**src/rtl/yacc_superblock_tag_ctrl.sv**
```systemverilog
// Superblock tag store and replacement controller for the YACC compressed cache.
// Each request is handled in three steps: accept, look up and update, then hold the response.
module yacc_superblock_tag_ctrl #(
    parameter int ADDR_W = 32,
    parameter int OFF_W  = 6,
    parameter int SUB_W  = 2,
    parameter int IDX_W  = 3,
    parameter int WAYS   = 4,
    parameter int CNT_W  = 3,
    localparam int SUBS  = 2 ** SUB_W,
    localparam int SETS  = 2 ** IDX_W,
    localparam int WAY_W = $clog2(WAYS),
    localparam int TAG_W = ADDR_W - IDX_W - SUB_W - OFF_W
) (
    input  logic              clock,
    input  logic              resetn,
    input  logic [1:0]        mode,
    input  logic              req_valid,
    output logic              req_ready,
    input  logic [ADDR_W-1:0] req_addr,
    output logic              resp_valid,
    input  logic              resp_ready,
    output logic              resp_hit,
    output logic              resp_sub_miss,
    output logic [WAY_W-1:0]  resp_way,
    output logic              resp_evict,
    output logic [TAG_W-1:0]  resp_evict_tag,
    output logic [SUBS-1:0]   resp_evict_mask
);
    typedef enum logic [1:0] {S_IDLE, S_LOOKUP, S_RESP} state_e;
    typedef enum logic [1:0] {M_LRU, M_LFU, M_LFU_LRU, M_LRU_ALT} mode_e;

    localparam logic [CNT_W-1:0] CNT_MAX = '1;

    state_e state_q, state_d;
    mode_e  mode_q;
    logic [ADDR_W-1:0] addr_q;

    logic [SUBS-1:0]  mask_q [SETS][WAYS];
    logic [TAG_W-1:0] tag_q  [SETS][WAYS];
    logic [CNT_W-1:0] cnt_q  [SETS][WAYS];
    logic [WAY_W-1:0] age_q  [SETS][WAYS];

    logic [TAG_W-1:0] a_tag;
    logic [IDX_W-1:0] a_idx;
    logic [SUB_W-1:0] a_sub;
    logic [SUBS-1:0]  sub_oh;

    assign a_tag  = addr_q[ADDR_W-1 -: TAG_W];
    assign a_idx  = addr_q[OFF_W+SUB_W +: IDX_W];
    assign a_sub  = addr_q[OFF_W +: SUB_W];
    assign sub_oh = SUBS'(1) << a_sub;

    logic             match, empty, sub_hit, evict;
    logic [WAY_W-1:0] match_way, empty_way, lru_way, lfu_way, mix_way;
    logic [WAY_W-1:0] victim, acc_way, old_age;

    always_comb begin
        match     = 1'b0;
        match_way = '0;
        empty     = 1'b0;
        empty_way = '0;
        lru_way   = '0;
        lfu_way   = '0;
        mix_way   = '0;
        for (int unsigned w = 0; w < WAYS; w++) begin
            if (!match && mask_q[a_idx][WAY_W'(w)] != '0 && tag_q[a_idx][WAY_W'(w)] == a_tag) begin
                match     = 1'b1;
                match_way = WAY_W'(w);
            end
            if (!empty && mask_q[a_idx][WAY_W'(w)] == '0) begin
                empty     = 1'b1;
                empty_way = WAY_W'(w);
            end
            if (age_q[a_idx][WAY_W'(w)] == WAY_W'(WAYS - 1))
                lru_way = WAY_W'(w);
            // strict < keeps the lowest index on equal counts
            if (cnt_q[a_idx][WAY_W'(w)] < cnt_q[a_idx][lfu_way])
                lfu_way = WAY_W'(w);
            if (cnt_q[a_idx][WAY_W'(w)] < cnt_q[a_idx][mix_way] ||
                (cnt_q[a_idx][WAY_W'(w)] == cnt_q[a_idx][mix_way] &&
                 age_q[a_idx][WAY_W'(w)] > age_q[a_idx][mix_way]))
                mix_way = WAY_W'(w);
        end

        if (empty)
            victim = empty_way;
        else begin
            case (mode_q)
                M_LFU:     victim = lfu_way;
                M_LFU_LRU: victim = mix_way;
                default:   victim = lru_way;
            endcase
        end

        sub_hit = match && ((mask_q[a_idx][match_way] & sub_oh) != '0);
        evict   = !match && (mask_q[a_idx][victim] != '0);
        acc_way = match ? match_way : victim;
        old_age = age_q[a_idx][acc_way];
    end

    always_ff @(posedge clock or negedge resetn) begin
        if (!resetn) begin
            for (int unsigned s = 0; s < SETS; s++) begin
                for (int unsigned w = 0; w < WAYS; w++) begin
                    mask_q[IDX_W'(s)][WAY_W'(w)] <= '0;
                    tag_q[IDX_W'(s)][WAY_W'(w)]  <= '0;
                    cnt_q[IDX_W'(s)][WAY_W'(w)]  <= '0;
                    age_q[IDX_W'(s)][WAY_W'(w)]  <= WAY_W'(w);
                end
            end
        end else if (state_q == S_LOOKUP) begin
            for (int unsigned w = 0; w < WAYS; w++) begin
                if (WAY_W'(w) == acc_way)
                    age_q[a_idx][WAY_W'(w)] <= '0;
                else if (age_q[a_idx][WAY_W'(w)] < old_age)
                    age_q[a_idx][WAY_W'(w)] <= age_q[a_idx][WAY_W'(w)] + 1'b1;
            end
            if (match) begin
                mask_q[a_idx][acc_way] <= mask_q[a_idx][acc_way] | sub_oh;
                if (cnt_q[a_idx][acc_way] != CNT_MAX)
                    cnt_q[a_idx][acc_way] <= cnt_q[a_idx][acc_way] + 1'b1;
            end else begin
                mask_q[a_idx][acc_way] <= sub_oh;
                tag_q[a_idx][acc_way]  <= a_tag;
                cnt_q[a_idx][acc_way]  <= CNT_W'(1);
            end
        end
    end

    always_ff @(posedge clock or negedge resetn) begin
        if (!resetn) begin
            state_q         <= S_IDLE;
            mode_q          <= M_LRU;
            addr_q          <= '0;
            resp_hit        <= 1'b0;
            resp_sub_miss   <= 1'b0;
            resp_way        <= '0;
            resp_evict      <= 1'b0;
            resp_evict_tag  <= '0;
            resp_evict_mask <= '0;
        end else begin
            state_q <= state_d;
            if (state_q == S_IDLE && req_valid) begin
                addr_q <= req_addr;
                mode_q <= mode_e'(mode);
            end
            if (state_q == S_LOOKUP) begin
                resp_hit        <= sub_hit;
                resp_sub_miss   <= match && !sub_hit;
                resp_way        <= acc_way;
                resp_evict      <= evict;
                resp_evict_tag  <= evict ? tag_q[a_idx][victim] : '0;
                resp_evict_mask <= evict ? mask_q[a_idx][victim] : '0;
            end
        end
    end

    always_comb begin
        state_d = state_q;
        case (state_q)
            S_IDLE:   if (req_valid) state_d = S_LOOKUP;
            S_LOOKUP: state_d = S_RESP;
            S_RESP:   if (resp_ready) state_d = S_IDLE;
            default:  state_d = S_IDLE;
        endcase
    end

    assign req_ready  = resetn && (state_q == S_IDLE);
    assign resp_valid = (state_q == S_RESP);

endmodule

```
**config.mk**
```make
export PLATFORM = sky130hd
export DESIGN_NAME = yacc_superblock_tag_ctrl
export DESIGN_NICKNAME = d
export VERILOG_FILES = /design/src/rtl/yacc_superblock_tag_ctrl.sv
export SDC_FILE = /design/constraint.sdc
export NUM_CORES = 2
export LEC_CHECK = 0
export ABC_CLOCK_PERIOD_IN_PS = 14900
export CORE_MARGIN = 2
export CORE_UTILIZATION = 40
export CTS_CLUSTER_SIZE = 40
export DETAILED_ROUTE_END_ITERATION = 16
export PLACE_DENSITY_LB_ADDON = 0.15
export SLEW_MARGIN = 5
export SYNTH_ARGS = -nofsm -noshare
export SYNTH_HDL_FRONTEND = slang
export SYNTH_SLANG_ARGS = --single-unit
```
**constraint.sdc**
```tcl
create_clock -name clock -period 14.9 [get_ports clock]
set_input_delay 2.98 -clock clock [delete_from_list [all_inputs] [get_ports clock]]
set_output_delay 2.98 -clock clock [all_outputs]
set_load 0.02 [all_outputs]
```
Yosys cells after proc, flatten, opt, wreduce, memory -nomap -nowiden
Cells that the tools add are included.
- $add $sub $neg: 5
- magnitude comparators: 22
- eq/ne operators: 21
- shift operators: 1
- multiplexer cells: 121
- bitwise gates (word level): 22
- reduce and logical (&&, ||, !) cells: 46
- operator list (operator ; number):
    2-to-1 mux 64 bit ; 11
    bitwise mux 672 bit ; 1
    bitwise AND 64 bit ; 5
    NOT 64 bit ; 5
    bitwise mux 128 bit ; 2
    bitwise mux 64 bit ; 4
    binary-select mux 84 bit (select 3 bit) ; 1
    demux 84 bit (select 3 bit) ; 1
    2-to-1 mux 84 bit ; 3
    2-to-1 mux 96 bit ; 2
    2-to-1 mux 128 bit ; 1
    bitwise mux 96 bit ; 1
    demux 8 bit (select 3 bit) ; 4
    equality test 21 bit ; 4
    2-to-1 mux 21 bit ; 4
    binary-select mux 16 bit (select 3 bit) ; 1
    demux 16 bit (select 3 bit) ; 1
    2-to-1 mux 16 bit ; 3
    binary-select mux 21 bit (select 2 bit) ; 1
    demux 21 bit (select 2 bit) ; 1
    2-to-1 mux 2 bit ; 21
    binary-select mux 12 bit (select 3 bit) ; 1
    demux 12 bit (select 3 bit) ; 1
    2-to-1 mux 12 bit ; 3
    45 further kinds ; 156
- flip-flop bits (word level): 1026
- bits of input ports: 38
- output and inout port bits: 32
- word-level logic and storage cells: 375

Logic depth before layout (Yosys ltp)
- depth in word-level cells: 46
- depth in mapped cells: 46
- mapped depth without buffers: 34

Worst setup path before layout
No wires, ideal clock.
- kind: register -> register
- start: reg addr_q[10]
- end: reg cnt_q[5] (netlist bit)
- setup time: 0.083 ns
- data arrival time: 8.025 ns
- required time: 14.817 ns
- setup slack: 6.792 ns
- stages on the path, launching flop included: 46
- path buffers: 13
- clock period less this slack: 8.108 ns
- path through: dfrtp_1 buf_6 buf_6 buf_4 buf_2 buf_4 buf_4 buf_4 buf_1 mux2i_1 nor2_1 a21oi_1 nand3_1 ha_1 nor2b_1 o21a_1 o22a_1 clkbuf_1 [10 not listed] o22a_1 o211ai_1 a21oi_1 o21ai_0 a22oi_2 a31oi_4 buf_8 buf_2 mux2i_1 o21ai_0 inv_1 ha_1 ha_1 nand2_1 or2_2 clkbuf_1 clkbuf_1 o21ai_0
- longest elaborated chain between the ends: 37
- RTL lines (what ; line ; source):
    start: declaration ; 37 ; logic [ADDR_W-1:0] addr_q;
    start signal: assignment ; 145 ; addr_q <= req_addr;
    NOT 3 -> 4 bit (implied by the code) * ; n/a ;
    branches (longest 36 deep; another with < comparator 3 bit) ; n/a ;
    end signal: indexed assignment ; 122 ; cnt_q[a_idx][acc_way] <= cnt_q[a_idx][acc_way] + 1'b1;
    end: declaration ; 41 ; logic [CNT_W-1:0] cnt_q [SETS][WAYS];
Mark *: on every way between the ends. The select of a mux whose other input is x is not followed.
A chain may end at the register's enable or synchronous reset.

Final worst setup path
- start: reg addr_q[10]
- end: reg tag_q[302] (netlist bit)
- longest elaborated chain between the ends: 35
- RTL lines (what ; line ; source):
    NOT 3 -> 4 bit (implied by the code) * ; n/a ;
    branches (longest 34 deep; another with < comparator 3 bit) ; n/a ;
    end signal: indexed assignment ; 125 ; tag_q[a_idx][acc_way] <= a_tag;
    end: declaration ; 40 ; logic [TAG_W-1:0] tag_q [SETS][WAYS];
Marked as above.

==> results.ini <==
[status]
status = complete, no violations

[finish]
multi_input_area_sq_um = 22400
seq_area_sq_um = 25600
fillers = 11700
layout.nets = 4327
area_growth_pct = 11.9
drive_gt1_frac = 0.252
fin_util = 0.450

[grt]
grt_pass1_vias = 35200
grt_first_pass_wirelength_mm = 250
antenna_found_initial = 8
grt_max_degree = 102
overflow = 0
grtUsageTotal = 0.267

[placement]
gp_congestion = 0.896
dp_hpwl_mm = 106
io_buffer_count = 63
place_worst_setup_slack_ns = 4.43

[detailed_routing]
dr.pass1.iters = 5
wl_mm = 170
via_per_inst = 5.97
drc = 0
vias = 35800
wire_per_inst_microns = 28.3
drtIter0Drc = 3417
final_antenna_net_count = 0

[die]
io_pins = 70
design.core.area_sq_um = 123000
die_area_sq_um = 127000
die_h_microns = 356
fp.dieW_microns = 356
initial_utilization = 0.402
rows = 129

[clocking]
post_cts_buffers = 0
clkTransAtPathRegs_ns = 0.06
cts_max_level = 3
clockBufferDepth = 3
cts_buffers = 114
cts_resized = 0
ctsHoldBuffers = 0
insertion_delay_ns = 0.73
cts_tree = done
clkSinkCount = 1020
cts-root-buf = clkbuf_16

[synth]
netlist_instances = 4319
synth_top_flop_cell = dfrtp_1
yosysTopAreaCell = dfrtp_1
synth.top_cells.by_count = dfrtp_1 (988), mux2_2 (568), o21ai_0 (455), nand2_1 (421), clkbuf_1 (202)
yosys_warnings = 0
synthMuxAreaShare = 0.205
synth_top_area_frac = 0.498
ys_top_cells_by_area = dfrtp_1 (50%), mux2_2 (13%), o21ai_0 (4.6%)
yosysUniqueCellTypes = 106
syn_avg_cell_area_sq_um = 11.5
synthArstFlopShare = 1.00
synth_top_family_by_area = multiplexers
yosysSeqAreaShare = 0.515
netlist_area_sq_um = 49700
synth-edff-count = 0
post-synth-top-count-cell = dfrtp_1
synthAdderAreaFrac = 0.00723
yosys.area_share.xor_xnor = 0.0116
synth_compound_area_frac = 0.138
synth_seq_cells = 1020
synthSimpleGateAreaFrac = 0.0844
synth.net_count = 4384

[worst_hold_path]
hp-class = flop to flop

[power_and_ir_drop]
peakVddDrop_uv = 173
cellPowerDensity_nw_per_um2 = 238
p_leak_nw = 24.6

[setup_path]
endpoint_kind = flop
worst_path_largest_cell_delay_ns = 1.18
startpoint_type = flop
cpLargestDelayFamily = simple AND/OR/NAND/NOR gates
crit_top_cell = buf_4
crit_buf_inv = 5
arrival_ns = 11.11
crit_slowest_cell = nand3_2
worstSetupPathType = flop to flop
crit_path_max_fanout = 38
worst_ep_required_time_ns = 15.51

[sta]
finalCriticalPeriod_ns = 10.51
clock_skew_ns = 0.0374
slew_viol_final = 0
slew_headroom = 0.176
setup_tns_ns = 0
hold_ws_ns = 0.472
tightest_slew_ns = 1.24
rsz0062_at_grt = false
timing.final.ws_setup_ns = 4.39
finalCritPeriodShare = 0.705
setup_viol_count_final = 0
clock.fmax_mhz = 95.2
finalHoldViolations = 0

[job]
maxCapViolations = 0

## logic make-up (layout without fill, tap and decap cells)
group / count (synthesis) / after routing
muxes: 838 / 838
DFF: 1020 / 1020
other: 0 / 1
adders and majority gates: 29 / 29
xor gates and xnor gates: 66 / 66
buffers and inverters: 415 / 455
AOI/OAI and AO/OA: 1067 / 1067
and+or+nand+nor: 884 / 884
## power breakdown
group          total (mW)  switching, mW  internal, mW
Clock                2.89           1.20          1.69
Sequential           4.10          0.542          3.56
Combinational        6.25           4.12          2.13
## cell type report
type | count | area share
Sequential cell | 1020 | 0.460
Inverter | 52 | 0.00355
Antenna cell | 1 | 0.0000450
Multi-Input combinational cell | 2884 | 0.402
Clock inverter | 34 | 0.00846
Timing Repair Buffer | 190 | 0.0288
Clock buffer | 179 | 0.0604
Tap cell | 1637 | 0.0368
## flip-flops by register name (all words and copies together) (netlist names)
signal and count:
addr_q 26, age_q 64, cnt_q 96, mask_q 128, mode_q 2, resp_evict 1
resp_evict_mask 4, resp_evict_tag 21, resp_hit 1, resp_sub_miss 1, resp_way 2, state_q 2
tag_q 672
## cells in the final DEF (no fill, tap or decap), drive strengths merged, types with 25 or more instances in the layout
master	synthesis	layout
nor2	168	168
mux2i	166	166
buf	161	128
and2	25	25
o2bb2ai	34	34
ha	27	27
a21oi	163	163
dfrtp	988	988
a221oi	50	50
clkdlybuf4s50	0	62
clkbuf	202	179
mux2	594	594
a22oi	79	79
nor3	37	37
dfstp	32	32
nand2	438	438
nand3	44	44
nor4	26	26
o221ai	38	38
a22o	38	38
inv	48	52
o22ai	46	46
xnor2	47	47
o21ai	459	459
mux4	78	78
## worst min-delay path: cells and delay by family (launching register included)
kind / cells / cell delay (ns)
AND/OR/NAND/NOR: 1 / 0.05
flip-flops: 1 / 0.34
AO/OA/AOI/OAI: 1 / 0.06
## routing by layer
metal  up-vias  part of all wire  global-route usage
li1      15700                 -                   -
met1     18700              0.46               0.393
met2      1166              0.44               0.403
met3       263             0.064              0.0412
met4         2             0.029              0.0824
met5         -          0.000041                   0
## per-stage QoR
stage          total power, mW  instance area [sq um]  std cells
4_1_cts                   13.2                  55600       5996
3_5_place_dp              10.3                  51800       5783
2_1_floorplan             7.93                  49700       4319
6_report                  13.2                  55600       5997
3_3_place_gp              10.2                  51800       5783
5_1_grt                   13.9                  55600       5996
## worst paths after layout
path                       slack (ns)  cells after the start                      startpoint                        endpoint
max reg2reg                      4.39                     29          addr_q[10]$_DFFE_PN0P_          tag_q[302]$_DFFE_PN0P_
max                              4.39                     29          addr_q[10]$_DFFE_PN0P_          tag_q[302]$_DFFE_PN0P_
min reg2reg                      0.47                      2  resp_evict_tag[13]$_DFFE_PN0P_  resp_evict_tag[13]$_DFFE_PN0P_
max in group asynchronous        8.62                      5                          resetn          mask_q[58]$_DFFE_PN0P_
min                              0.47                      2  resp_evict_tag[13]$_DFFE_PN0P_  resp_evict_tag[13]$_DFFE_PN0P_
min in group asynchronous        2.28                      1                          resetn           addr_q[8]$_DFFE_PN0P_
Power figures use the tool's default switching activity.
